**src/rtl/lcd_dma_axi_reader.sv**
```systemverilog
// lcd_dma_axi_reader: fixed-length AXI4 INCR read bursts on behalf of an LCD DMA requester.
// Define LCD_DMA_RESP_CHECK_EN to enable sticky RRESP/RLAST error checking on DMA_RD_ERR.
module lcd_dma_axi_reader #(
  parameter int         BURST_SIZE  = 8,
  parameter logic [3:0] ARCACHE_VAL = 4'b0011
) (
  input  logic        CLK,
  input  logic        RESET,
  input  logic        DMA_START,
  input  logic [29:0] DMA_RD_ADDR,
  output logic        DMA_READY,
  output logic [31:0] DMA_RD_DATA,
  output logic        DMA_RD_DATA_VALID,
  output logic        DMA_RD_ERR,
  output logic [31:0] M_AXI_ARADDR,
  output logic [7:0]  M_AXI_ARLEN,
  output logic [2:0]  M_AXI_ARSIZE,
  output logic [1:0]  M_AXI_ARBURST,
  output logic [3:0]  M_AXI_ARCACHE,
  output logic        M_AXI_ARVALID,
  input  logic        M_AXI_ARREADY,
  input  logic [31:0] M_AXI_RDATA,
  input  logic [1:0]  M_AXI_RRESP,
  input  logic        M_AXI_RLAST,
  input  logic        M_AXI_RVALID,
  output logic        M_AXI_RREADY
);
  typedef enum logic [1:0] {IDLE, ADDR, DATA} state_t;
  state_t state, state_nxt;
  logic [8:0] beat_cnt;
  logic ar_hs, r_hs, last_beat;
  assign ar_hs = M_AXI_ARVALID & M_AXI_ARREADY;
  assign r_hs = M_AXI_RVALID & M_AXI_RREADY;
  assign last_beat = beat_cnt == 9'(BURST_SIZE - 1);
  assign M_AXI_ARLEN = 8'(BURST_SIZE - 1);
  assign M_AXI_ARSIZE = 3'b010;
  assign M_AXI_ARBURST = 2'b01;
  assign M_AXI_ARCACHE = ARCACHE_VAL;
  always_ff @(posedge CLK or posedge RESET)
    if (RESET) state <= IDLE;
    else state <= state_nxt;
  always_comb begin
    state_nxt = (state == IDLE && DMA_START) ? ADDR :
                (state == ADDR && ar_hs) ? DATA :
                (state == DATA && r_hs && last_beat) ? IDLE : state;
  end
  always_comb begin
    DMA_READY = state == IDLE;
    M_AXI_ARVALID = state == ADDR;
    M_AXI_RREADY = state == DATA;
  end
  always_ff @(posedge CLK or posedge RESET)
    if (RESET) begin
      M_AXI_ARADDR <= '0;
      beat_cnt <= '0;
      DMA_RD_DATA <= '0;
      DMA_RD_DATA_VALID <= 1'b0;
    end else begin
      if (state == IDLE && DMA_START) M_AXI_ARADDR <= {DMA_RD_ADDR, 2'b00};
      beat_cnt <= ar_hs ? 9'd0 : r_hs ? beat_cnt + 9'd1 : beat_cnt;
      if (r_hs) DMA_RD_DATA <= M_AXI_RDATA;
      DMA_RD_DATA_VALID <= r_hs;
    end
`ifdef LCD_DMA_RESP_CHECK_EN
  // RLAST must coincide exactly with the counter's final beat; completion still follows the counter
  always_ff @(posedge CLK or posedge RESET)
    if (RESET) DMA_RD_ERR <= 1'b0;
    else if (r_hs && (M_AXI_RRESP != 2'b00 || M_AXI_RLAST != last_beat)) DMA_RD_ERR <= 1'b1;
`else
  logic unused_resp;
  assign unused_resp = ^{M_AXI_RRESP, M_AXI_RLAST};
  assign DMA_RD_ERR = 1'b0;
`endif
endmodule

```
**config.mk**
```make
export PLATFORM = sky130hd
export DESIGN_NAME = lcd_dma_axi_reader
export DESIGN_NICKNAME = d
export VERILOG_FILES = /design/src/rtl/lcd_dma_axi_reader.sv
export SDC_FILE = /design/constraint.sdc
export NUM_CORES = 1
export LEC_CHECK = 0
export ABC_CLOCK_PERIOD_IN_PS = 2300
export CAP_MARGIN = 10
export CORE_AREA = 2 2 98 100
export DETAILED_ROUTE_END_ITERATION = 8
export DIE_AREA = 0 0 100 102
export PLACE_DENSITY = 0.83
export SLEW_MARGIN = 15
export SYNTH_ARGS = -nofsm -noshare
export SYNTH_HDL_FRONTEND = slang
export SYNTH_SLANG_ARGS = --single-unit
```
**constraint.sdc**
```tcl
create_clock -name CLK -period 2.3 [get_ports CLK]
set_input_delay 0.46 -clock CLK [delete_from_list [all_inputs] [get_ports CLK]]
set_output_delay 0.46 -clock CLK [all_outputs]
set_load 0.03 [all_outputs]
```
# After elaboration in Yosys (flattened, before gate mapping)
# Index checks and enable logic that the tools add are counted.
dict set report totals {
  romBits 0
  latch_bits 0
  mem_bits_rw 0
  ff_bits 74
  mem_count 0
  word_cells 23
}
dict set report op_classes {
  bitwise_logic 2
  div_mod_pow 0
  addsub 1
  n_reduce_logical 7
  multipliers 0
  mux 5
  order_cmp 0
  shifts 0
  eq_ne 3
}
# op count
set op_table {}
lappend op_table {{2-to-1 mux 9 bit} 2}
lappend op_table {{adder 9 x 1 -> 9 bit (second input constant)} 1}
lappend op_table {{equality test 9 x 3 -> 1 bit (second input constant)} 1}
lappend op_table {{2-to-1 mux 2 bit} 3}
lappend op_table {{logical AND 1 bit} 4}
lappend op_table {{nonzero test 3 bit} 1}
lappend op_table {{AND 1 bit} 2}
lappend op_table {{equality test 2 x 1 -> 1 bit (second input constant)} 1}
lappend op_table {{equality test 2 bit (second input constant)} 1}
lappend op_table {{logical NOT 2 bit} 1}
lappend op_table {{nonzero test 2 bit} 1}

# Depth between registers and ports, before layout
# Gate-level depths: netlist of the first run.
dict set report logic_depth {
  depth_word 7
  mapped_depth 6
  depth_no_buf 4
}

# Worst setup path before layout of the first run
# OpenSTA, ideal clock, no wires.
dict set report synth_path {
  kind {reg2reg}
  start {register state[1]}
  end {register M_AXI_ARADDR[10]}
  period_less_slack_ns 1.845
  arrival_time_ns 1.720
  setup_time_ns 0.125
  path_slack_ns 0.455
  required_ns 2.175
  path_stages_with_launch 7
  path_buffers 3
  cell_sequence {dfrtp_1 buf_4 nor2_1 and2_1 buf_4 buf_6 mux2_4}
}
dict set report synth_between {
  elab_chain_cells 2
}
# item line
set synth_lines {}
lappend synth_lines {{start, declared} 29} ;# state_t state, state_nxt;
lappend synth_lines {{start signal, assigned} 41} ;# else state <= state_nxt;
lappend synth_lines {{logical NOT 2 bit} n/a}
lappend synth_lines {{net DMA_READY} 11} ;# output logic DMA_READY,
lappend synth_lines {{logical AND 1 bit} 59} ;# if (state == IDLE && DMA_START) M_AXI_ARADDR <= {DMA_RD_ADDR, 2'b00};
lappend synth_lines {{end signal, assigned} 59}
lappend synth_lines {{end, declared} 15} ;# output logic [31:0] M_AXI_ARADDR,
# The timed path passes the listed nets, and every way through them passes these cells.
# A chain may end at the register's enable or synchronous reset.

# Final worst setup path of the first run
dict set report layout_path {
  start {register state[1]}
  end {output port DMA_READY}
}
dict set report layout_between {
  elab_chain_cells 1
}
# item line
set layout_lines {}
lappend layout_lines {{logical NOT 2 bit} 48} ;# DMA_READY = state == IDLE;
lappend layout_lines {{end, declared} 11}
# Every way passes these cells.

==> results of run 1 <==
## synthesized netlist by cell type, types with 2 or more instances
cell type,instances
nor3_1,2
mux2i_1,3
conb_1,2
buf_4,22
buf_6,6
nor2b_1,2
o31ai_1,3
nand2_1,7
and2_1,2
mux2_2,6
nor2_1,4
o21ai_0,2
mux2_4,56
dfrtp_1,74
or3_1,3
nand4_1,2
a21oi_1,3
## cell usage in the layout (no fill, tap or decap)
| cell type | n |
|---|---|
| nand4_1 | 2 |
| xnor2_1 | 1 |
| xor2_1 | 1 |
| clkinvlp_4 | 3 |
| mux2_2 | 6 |
| buf_4 | 1 |
| buf_12 | 4 |
| and2_2 | 1 |
| or3_1 | 3 |
| nor2_1 | 4 |
| nand4b_4 | 1 |
| or4_4 | 1 |
| inv_6 | 1 |
| clkdlybuf4s50_1 | 132 |
| clkbuf_8 | 10 |
| and3b_2 | 1 |
| conb_1 | 20 |
| nand2_1 | 7 |
| and2_1 | 1 |
| mux2_4 | 56 |
| o21ai_0 | 2 |
| ha_1 | 1 |
| a21oi_1 | 3 |
| nor3_1 | 2 |
| o31ai_1 | 3 |
| clkinv_2 | 2 |
| bufinv_16 | 1 |
| nand4b_1 | 1 |
| a21o_1 | 1 |
| nor2b_1 | 2 |
| a21oi_2 | 1 |
| or4b_1 | 1 |
| dfrtp_1 | 74 |
| mux2i_1 | 3 |
| or4_1 | 1 |
| nand3b_1 | 1 |
## sequential cells by signal, summed over array words and instances (netlist names)
| register | count |
|---|---|
| DMA_RD_DATA | 32 |
| DMA_RD_DATA_VALID | 1 |
| M_AXI_ARADDR | 30 |
| beat_cnt | 9 |
| state | 2 |
## routing by layer
metal / up-vias / share of wire (%) / routed length [um]
li1: 972 / - / -
met1: 1051 / 41 / 2890
met2: 73 / 51 / 3620
met3: 13 / 5.4 / 381
met4: 0 / 2.3 / 163
met5: - / 0 / 0
## worst max-delay path, cell delays in order (launching register included)
cell and delay [ps]:
dfrtp_1 480, nor2_1 190, clkdlybuf4s50_1 720
## logic make-up (layout without fill, tap and decap cells)
| family | Yosys count | after routing |
|---|---|---|
| flip-flops | 74 | 74 |
| XOR/XNOR | 2 | 2 |
| AND/OR/NAND/NOR | 29 | 29 |
| multiplexers | 65 | 65 |
| other | 2 | 20 |
| AO/OA/AOI/OAI | 10 | 10 |
| buffers and inverters | 31 | 154 |
| adder cells (fa/ha/maj) | 1 | 1 |
## through the flow
| stage | setup WS (ps) | std cells | hold WS [ps] |
|---|---|---|---|
| 2_1_floorplan | 455 | 232 | 485 |
| 3_3_place_gp | 308 | 450 | 490 |
| 3_5_place_dp | 278 | 450 | 491 |
| 4_1_cts | 86.2 | 466 | 513 |
| 5_1_grt | 6.61 | 466 | 525 |
| 6_report | 109 | 466 | 508 |
## how the worst max path moves through the flow
stage,from,endpoint,slack (ps),cells after the start
5_1_grt,state[1],DMA_READY,7,2
6_report,state[1],DMA_READY,110,2
4_1_cts,state[1],DMA_READY,90,2
3_5_place_dp,M_AXI_RVALID,DMA_RD_DATA[30],280,4
3_3_place_gp,M_AXI_RVALID,DMA_RD_DATA[27],310,4
2_1_floorplan,state[1],M_AXI_ARADDR[10],450,6
## power groups by stage
stage               sequential, uW  combinational, uW  clock [uW]
finish                        2310               3960        1010
floorplan                     3400               1410           0
CTS                           2320               4000        1050
global route                  2390               4150        1130
detailed placement            2330               3980           0
global placement              2280               3940           0
## layout make-up
class | instances | area [um^2] | share of cell area, %
sequential | 74 | 1850 | 37.8
timing repair buffer | 137 | 1410 | 28.7
multi-input combinational | 127 | 1290 | 26.4
tap | 111 | 139 | 2.83
clock buffer | 10 | 138 | 2.81
clock inverter | 6 | 63.8 | 1.30
inverter | 1 | 7.51 | 0.153
==> key figures, run 1 <==
Critical path
  • Reg-to-Reg Start: state[1]
  • Critical Path Start Type: flip-flop
  • Crit Path Max Fanout: 8
  • Flop2flop setup slack: 650 ps
  • Critical path endpoint category: primary output
  • CP required: around 1800 ps
  • Crit path kind: flip-flop to primary output
  • Reg-to-reg endpoint: M_AXI_ARADDR[12]
  • R2R depth: 4
  • Crit path DAT: 1730 ps

Timing
  • Max_slew headroom: a little under two thirds
  • Hold Fails Final Rpt: 0
  • Highest Clock Rate: 456 MHz
  • Final min period: 2190 ps
  • RSZ-0062 raised after global routing: false
  • Worst-margin pin slew: 545 ps
  • TNS Setup: 0 ps
  • Final setup fails: 0
  • Final Slew Violations: 0
  • Final period util: 95.3%
  • Skew final: 11.8 ps

Synthesis
  • Synth Cell Area: between 0.003 and 0.004 mm^2
  • Simple-gate share of the synthesized area: 5.57%
  • Synth Area in Compound Gates: 1.92%
  • Synth area leader: dfrtp_1
  • Post-synthesis mux area share: between 20% and 30%
  • Post-Synth Adder-Cell Area: 0.377%
  • Number of synthesized register bits: 74
  • Mean Syn Cell Area: between 15 and 20 um^2
  • Synth top area cells: dfrtp_1 (56%), mux2_4 (25%), buf_4 (5.0%)
  • Main synth FF type: dfrtp_1
  • Register area share after synthesis: 55.7%
  • Synth top area share: 55.7%
  • Number of synthesized flops with an enable pin: 0
  • Synth warnings: 0
  • Combinational family with the most area after synthesis: multiplexers
  • Gate Count Post-Synth: 214
  • XOR/XNOR Fraction of Synth Area: 0.527%
  • Synth async-reset ratio: 100%
  • Yosys cell types: 32

Final layout
  • Share of cells above drive strength 1: 25.1%
  • Fillers: ~780
  • Diodes inserted: 0
  • # nets final: between 400 and 500
  • Fin util: 53.8%
  • Layout area overhead: 47.6%
  • Design area: 0.00490 mm^2

Power
  • Seq pwr share: a little under a third
  • Clock power frac: between 10% and 20%
  • Int Pwr: ~4500 uW
  • Power Density: 1480 mW/mm^2
  • Comb pwr share: 54.4%
  • Switch Pwr: 2800 uW
  • Switch share: 38.5%
  • Total Power: 7280 uW
  • Peak VDD IR: 0.000578 V
  • LEAKAGE: roughly 0.0021 uW

Global routing
  • Initial antenna violation count: 0
  • Grt met2 use: 22.6%
  • GR Util All Layers: between 10% and 20%
  • GR peak layer: met2
  • Pin count of the biggest net entering global routing: 36
  • Vias in the first global route: roughly 2,200
  • Global-route wire length before repair: 11.1 mm
  • Global-route met1 utilization: 17.9%
  • Met3 Use GR: around 3.3%
  • GRT overflow: 0

Detailed routing
  • DRC violations left: 0
  • Antenna viol nets, final: 0
  • Vias after detailed routing: between 2,000 and 2,500
  • Via-per-instance ratio: 4.53
  • TritonRoute pass-1 iters: 4
  • Detailed Route WL: 7.05 mm
  • Post-DR wirelength/cell: roughly 15 um
  • DRT iter0 DRCs: 49

Clocking
  • CTS hold repair buffers: 0
  • TritonCTS clock tree: yes
  • Longest Clk Path Bufs: 2
  • Clock Latency Late Sink: between 300 and 400 ps
  • Postcts setup bufs: 0
  • CTS H-tree depth: 3
  • Clk sinks: between 70 and 80
  • CTS root buffer: clkbuf_8
  • Post-cts repair resize count: 0
  • Number of CTS-inserted buffers: 9
  • Worst-path clk slew: around 80 ps

Place
  • Cell Area, Placed: 0.00470 mm^2
  • Hpwl dp: 5.18 mm
  • Port-buffer cells: roughly 130
  • Final GP Congestion: just under 0.7

Floorplan
  • Core Box Area: 0.00911 mm^2
  • Die width: 100 um
  • Die ar.: 0.0102 mm^2
  • # rows: 35
  • DIE HEIGHT: 102 um
  • Starting Density: 36.5%
  • IO Pins: ~160

Hold path
  • Hold Path Class: input pin to asynchronous set/reset pin

Run
  • Max Cap Viol: 0

Status
  • Status: finished clean
No activity file was read; power rests on OpenSTA's default activity.
==> run 2, diff against run 1 <==
--- a/config.mk
+++ b/config.mk
@@ -7,10 +7,11 @@
 export LEC_CHECK = 0
 export ABC_CLOCK_PERIOD_IN_PS = 2300
 export CAP_MARGIN = 10
-export CORE_AREA = 2 2 98 100
+export CORE_AREA = 5 5 122 124
 export DETAILED_ROUTE_END_ITERATION = 8
-export DIE_AREA = 0 0 100 102
-export PLACE_DENSITY = 0.83
+export DIE_AREA = 0 0 127 129
+export PLACE_DENSITY = 0.62
+export RECOVER_POWER = 50
 export SLEW_MARGIN = 15
 export SYNTH_ARGS = -nofsm -noshare
 export SYNTH_HDL_FRONTEND = slang
==> key figures, run 2 (synthesis results as in run 1) <==
Status
  • Status: finished clean (unchanged)

Clocking
  • CTS root buffer: clkbuf_16 (was clkbuf_8)
  • CTS H-tree depth: 3 (unchanged)
  • Postcts setup bufs: 0 (unchanged)
  • Worst-path clk slew: 60 ps (was 80 ps)
  • TritonCTS clock tree: yes (unchanged)
  • Clock Latency Late Sink: 320 ps (was 340 ps)
  • Clk sinks: 74 (unchanged)
  • Number of CTS-inserted buffers: 9 (unchanged)
  • Longest Clk Path Bufs: 2 (unchanged)
  • CTS hold repair buffers: 0 (unchanged)
  • Post-cts repair resize count: 0 (unchanged)

Detailed routing
  • Vias after detailed routing: 2,093 (was 2,109)
  • DRT iter0 DRCs: 40 (was 49)
  • Post-DR wirelength/cell: 13.6 um (was 15.1 um)
  • Via-per-instance ratio: 3.92 (was 4.53)
  • DRC violations left: 0 (unchanged)
  • Detailed Route WL: 7.24 mm (was 7.05 mm)
  • Antenna viol nets, final: 0 (unchanged)
  • TritonRoute pass-1 iters: 4 (unchanged)

Timing
  • Worst-margin pin slew: 1040 ps (was 545 ps)
  • Final min period: 2110 ps (was 2190 ps)
  • Final Slew Violations: 0 (unchanged)
  • Hold Fails Final Rpt: 0 (unchanged)
  • TNS Setup: 0 ps (unchanged)
  • Skew final: 8.20 ps (was 11.8 ps)
  • Max_slew headroom: 30.8% (was 63.6%)
  • RSZ-0062 raised after global routing: false (unchanged)
  • Final period util: 91.5% (was 95.3%)
  • Highest Clock Rate: 475 MHz (was 456 MHz)
  • Final setup fails: 0 (unchanged)

Final layout
  • Fillers: 1,341 (was 779)
  • Regs by FF count: DMA_RD_DATA x32, M_AXI_ARADDR x30, beat_cnt x9 (unchanged)
  • Most frequent cells in the layout: clkdlybuf4s50_1 (130), dfrtp_1 (74), mux2_4 (35), mux2_1 (21), conb_1 (20) (was clkdlybuf4s50_1 (132), dfrtp_1 (74), mux2_4 (56), conb_1 (20), clkbuf_8 (10))
  • Register Area: 0.00185 mm^2 (unchanged)
  • # nets final: 421 (unchanged)
  • Share of cells above drive strength 1: 17.8% (was 25.1%)
  • Diodes inserted: 0 (unchanged)
  • Layout area overhead: 49.0% (was 47.6%)
  • Largest register FFs: 32 (unchanged)
  • Cell Count, Final, Fillers Out: 534 (was 466)
  • Largest Register: DMA_RD_DATA (unchanged)
  • Multi-input gate area: 0.00120 mm^2 (was 0.00129 mm^2)
  • Commonest non-fill, non-tap cell in the layout: clkdlybuf4s50_1 (unchanged)

Global routing
  • Pin count of the biggest net entering global routing: 42 (was 36)
  • GRT overflow: 0 (unchanged)
  • Initial antenna violation count: 0 (unchanged)
  • Global-route wire length before repair: 11.4 mm (was 11.1 mm)
  • Vias in the first global route: 2,180 (was 2,154)
  • GR Util All Layers: 8.76% (was 14.1%)

Power
  • LEAKAGE: 0.00209 uW (was 0.00212 uW)
  • Power Density: 1510 mW/mm^2 (was 1480 mW/mm^2)
  • Peak VDD IR: 0.000602 V (was 0.000578 V)

Floorplan
  • # rows: 43 (was 35)
  • IO Pins: 156 (unchanged)
  • Die ar.: 0.0164 mm^2 (was 0.0102 mm^2)
  • Starting Density: 24.3% (was 36.5%)
  • Core Box Area: 0.0137 mm^2 (was 0.00911 mm^2)
  • DIE HEIGHT: 129 um (was 102 um)
  • Die width: 127 um (was 100 um)

Place
  • Placed cell count: 519 (was 450)
  • Hpwl dp: 5.37 mm (was 5.18 mm)
  • Final GP Congestion: 0.757 (was 0.675)
  • Port-buffer cells: 132 (unchanged)

Hold path
  • Hold Path Class: flip-flop to flip-flop (was input pin to asynchronous set/reset pin)

Critical path
  • Crit path DAT: 1650 ps (was 1730 ps)
  • Crit path kind: flip-flop to primary output (unchanged)
  • Crit Path Max Fanout: 8 (unchanged)
  • CP required: 1840 ps (about the same)
  • Crit-path slowest cell: clkdlybuf4s50_1 (unchanged)
  • Buf/Inv on CP: 1 (unchanged)
  • Critical Path Start Type: flip-flop (unchanged)
  • Largest stage delay, worst path: 690 ps (was 720 ps)
  • Critical path endpoint category: primary output (unchanged)
  • CP top delay family: buffers and inverters (unchanged)
  • Worst path cell trace: nor2b_1 -> clkdlybuf4s50_1 (was nor2_1 -> clkdlybuf4s50_1)

Run
  • Max Cap Viol: 0 (unchanged)
[run 2: per-layer routing]
metal / part of all wire [%] / global-route usage, % / vias to the layer above / wire [um]
li1: - / - / 972 / -
met3: 7.9 / 3.49 / 9 / 570
met4: 1.5 / 3.22 / 0 / 111
met1: 44 / 11.3 / 1013 / 3220
met5: 0 / 0 / - / 0
met2: 46 / 13.3 / 99 / 3340
[run 2: worst register-to-register path, delay by kind of cell (launching register included)]
family / cells / cell delay [ps]
flip-flops: 1 / 450
AND/OR/NAND/NOR: 2 / 350
buffers and inverters: 1 / 590
multiplexers: 1 / 420
[run 2: final cells by class]
type,instances,share of cell area (%)
Clock inverter,6,1.67
Sequential cell,74,37.4
Tap cell,180,4.55
Multi-Input combinational cell,127,24.2
Inverter,1,0.152
Clock buffer,9,4.55
Timing Repair Buffer,137,27.5
[run 2: power breakdown]
part	total (uW)	leakage [uW]	switching (uW)	internal, uW
Sequential	2280	0.000889	360	1920
Combinational	3750	0.00105	1910	1840
Clock	1440	0.000151	504	937
Total	7480	0.00209	2780	4700
[run 2: worst paths after layout]
path                                  startpoint          endpoint  slack, ps  cells after the start
worst max-delay path                    state[0]     M_AXI_ARVALID        190                      2
worst min-delay path            M_AXI_ARADDR[25]  M_AXI_ARADDR[25]        480                      1
worst max register to register          state[1]  M_AXI_ARADDR[12]        370                      4
worst min register to register  M_AXI_ARADDR[25]  M_AXI_ARADDR[25]        480                      1
max in group asynchronous                  RESET   DMA_RD_DATA[27]        690                      3
min in group asynchronous                  RESET   M_AXI_ARADDR[3]        870                      3
[run 2: through the flow]
step	power (uW)	hold slack, ps	setup WS [ps]	cell area [um^2]	util [%]
floorplan	4820	485	455	3390	-
global placement	6260	490	298	4760	34.9
detailed placement	6300	494	275	4760	34.9
CTS	7820	506	133	5070	37.1
global route	7870	498	81.2	4950	36.2
finish	7480	480	195	4950	36.2
==> run 3, diff against run 2 <==
--- a/config.mk
+++ b/config.mk
@@ -5,12 +5,12 @@
 export SDC_FILE = /design/constraint.sdc
 export NUM_CORES = 1
 export LEC_CHECK = 0
-export ABC_CLOCK_PERIOD_IN_PS = 2300
+export ABC_CLOCK_PERIOD_IN_PS = 2650
 export CAP_MARGIN = 10
 export CORE_AREA = 5 5 122 124
 export DETAILED_ROUTE_END_ITERATION = 8
 export DIE_AREA = 0 0 127 129
-export PLACE_DENSITY = 0.62
+export PLACE_DENSITY = 0.6
 export RECOVER_POWER = 50
 export SLEW_MARGIN = 15
 export SYNTH_ARGS = -nofsm -noshare
==> constraint.sdc (replaced) <==
create_clock -name CLK -period 2.65 [get_ports CLK]
set_input_delay 0.53 -clock CLK [delete_from_list [all_inputs] [get_ports CLK]]
set_output_delay 0.53 -clock CLK [all_outputs]
set_load 0.03 [all_outputs]
==> key figures, run 3 (synthesis results as in run 1) <==
Global routing
  • Pin count of the biggest net entering global routing: 39 (was 42)
  • Vias in the first global route: 2,312 (was 2,180)
  • Met3 Use GR: 3.94% (was 3.49%)
  • Global-route wire length before repair: 12.2 mm (was 11.4 mm)
  • Initial antenna violation count: 0 (unchanged)
  • GRT overflow: 0 (unchanged)
  • Global-route met1 utilization: 11.8% (was 11.3%)
  • GR peak layer: met2 (unchanged)
  • GR Util All Layers: 9.56% (was 8.76%)
  • Grt met2 use: 14.5% (was 13.3%)

Place
  • Placed cell count: 518 (was 519)
  • Cell Area, Placed: 0.00475 mm^2 (was 0.00476 mm^2)
  • Port-buffer cells: 132 (unchanged)
  • Hpwl dp: 5.51 mm (was 5.37 mm)
  • Final GP Congestion: 0.711 (was 0.757)

Detailed routing
  • DRC violations left: 0 (unchanged)
  • Via-per-instance ratio: 3.94 (was 3.92)
  • Antenna viol nets, final: 0 (unchanged)
  • Vias after detailed routing: 2,106 (was 2,093)
  • TritonRoute pass-1 iters: 4 (unchanged)
  • Post-DR wirelength/cell: 14.5 um (was 13.6 um)
  • DRT iter0 DRCs: 72 (was 40)
  • Detailed Route WL: 7.76 mm (was 7.24 mm)

Clocking
  • Post-cts repair resize count: 0 (unchanged)
  • Clk sinks: 74 (unchanged)
  • CTS hold repair buffers: 0 (unchanged)
  • CTS root buffer: clkbuf_16 (unchanged)
  • Number of CTS-inserted buffers: 9 (unchanged)
  • Worst-path clk slew: 60 ps (about the same)
  • Longest Clk Path Bufs: 2 (unchanged)
  • Postcts setup bufs: 0 (unchanged)
  • Clock Latency Late Sink: 330 ps (was 320 ps)
  • CTS H-tree depth: 3 (unchanged)
  • TritonCTS clock tree: yes (unchanged)

Critical path
  • Crit path kind: flip-flop to primary output (unchanged)
  • CP required: 2120 ps (was 1840 ps)
  • Flop2flop setup slack: 870 ps (was 370 ps)
  • Largest stage delay, worst path: 720 ps (was 690 ps)
  • Worst path cell trace: nor2b_1 -> clkdlybuf4s50_1 (unchanged)
  • Crit path DAT: 1710 ps (was 1650 ps)
  • Critical path endpoint category: primary output (unchanged)
  • Crit Path Max Fanout: 8 (unchanged)
  • Critical Path Start Type: flip-flop (unchanged)
  • Crit-path slowest cell: clkdlybuf4s50_1 (unchanged)

Hold path
  • Hold Path Class: flip-flop to flip-flop (unchanged)

Timing
  • TNS Setup: 0 ps (unchanged)
  • WHS: 491 ps (was 480 ps)
  • Max_slew headroom: 37.7% (was 30.8%)
  • Final min period: 2240 ps
  • Final period util: a little over four fifths
  • RSZ-0062 raised after global routing: false (unchanged)
  • Worst-margin pin slew: 934 ps (was 1040 ps)
  • Highest Clock Rate: 446 MHz
  • Final Slew Violations: 0 (unchanged)
  • Skew final: 3.04 ps (was 8.20 ps)
  • Hold Fails Final Rpt: 0 (unchanged)
  • Final setup fails: 0 (unchanged)

Final layout
  • Diodes inserted: 0 (unchanged)
  • Design area: 0.00496 mm^2 (was 0.00495 mm^2)
  • Largest Register: DMA_RD_DATA (unchanged)
  • Share of cells above drive strength 1: 16.9% (was 17.8%)
  • Most frequent cells in the layout: clkdlybuf4s50_1 (130), dfrtp_1 (74), mux2_4 (34), mux2_1 (22), conb_1 (20) (was clkdlybuf4s50_1 (130), dfrtp_1 (74), mux2_4 (35), mux2_1 (21), conb_1 (20))
  • Largest register FFs: 32 (unchanged)
  • Cell Count, Final, Fillers Out: 534 (unchanged)
  • # nets final: 420 (was 421)
  • Regs by FF count: DMA_RD_DATA x32, M_AXI_ARADDR x30, beat_cnt x9 (unchanged)
  • Layout area overhead: 49.5% (was 49.0%)
  • Commonest non-fill, non-tap cell in the layout: clkdlybuf4s50_1 (unchanged)

Power
  • LEAKAGE: 0.00210 uW (was 0.00209 uW)
  • Power Density: 1320 mW/mm^2 (was 1510 mW/mm^2)
  • Total Power: 6540 uW (was 7480 uW)
  • Peak VDD IR: 0.000498 V (was 0.000602 V)

Floorplan
  • Die width: 127 um (unchanged)
  • Die ar.: 0.0164 mm^2 (unchanged)
  • Core Box Area: 0.0137 mm^2 (unchanged)
  • # rows: 43 (unchanged)
  • DIE HEIGHT: 129 um (unchanged)
  • Starting Density: 24.3% (unchanged)
  • IO Pins: 156 (unchanged)

Status
  • Status: finished clean (unchanged)

Run
  • Max Cap Viol: 0 (unchanged)
## run 3: changes by cell type in the layout (fill, tap and decap cells not counted)
cell and delta:
clkbuf_1 +1, and2_0 -1, clkbuf_8 +4, clkinvlp_4 -2, bufinv_16 -1, and2_1 +1, clkinv_2 -3, inv_1 +1
mux2_4 -1, buf_12 +1, mux2_1 +1, clkbuf_2 -1
## run 3: path summary, 6_finish.rpt
path	from	end	cells after the start
worst max-delay path	state[0]	M_AXI_ARVALID	2
max in group asynchronous	RESET	DMA_RD_DATA[4]	3
min in group asynchronous	RESET	M_AXI_ARADDR[25]	3
worst min register to register	M_AXI_ARADDR[29]	M_AXI_ARADDR[29]	1
worst max register to register	state[1]	M_AXI_ARADDR[12]	4
worst min-delay path	M_AXI_ARADDR[29]	M_AXI_ARADDR[29]	1
## run 3: final cells by class
type,instances,area [um^2]
clock buffer,15,288
clock inverter,1,30.0
fill,1359,8700
inverter,1,3.75
multi-input combinational,127,1190
sequential,74,1850
tap,180,225
timing repair buffer,136,1370
## run 3: report_power, final
part           switching [uW]  internal, uW
Clock                     451           833
Sequential                316          1670
Combinational            1680          1590
Total                    2450          4100
## run 3: per-stage QoR
stage | utilization [%] | setup slack [ps]
finish | 36.3 | 409
global route | 36.3 | 310
CTS | 37.1 | 365
detailed placement | 34.8 | 559
global placement | 34.8 | 578
floorplan | - | 238
## run 3: metal layers
metal | wire [um] | part of all wire, %
met1 | 3510 | 45
met2 | 3400 | 44
met3 | 710 | 9.1
met4 | 143 | 1.8
met5 | 0 | 0
## run 3: critical path: cells and delay by family (launching register included)
| family | cells | cell delay (ps) |
|---|---|---|
| buf+inv | 1 | 720 |
| flops | 1 | 450 |
| simple gates | 1 | 210 |
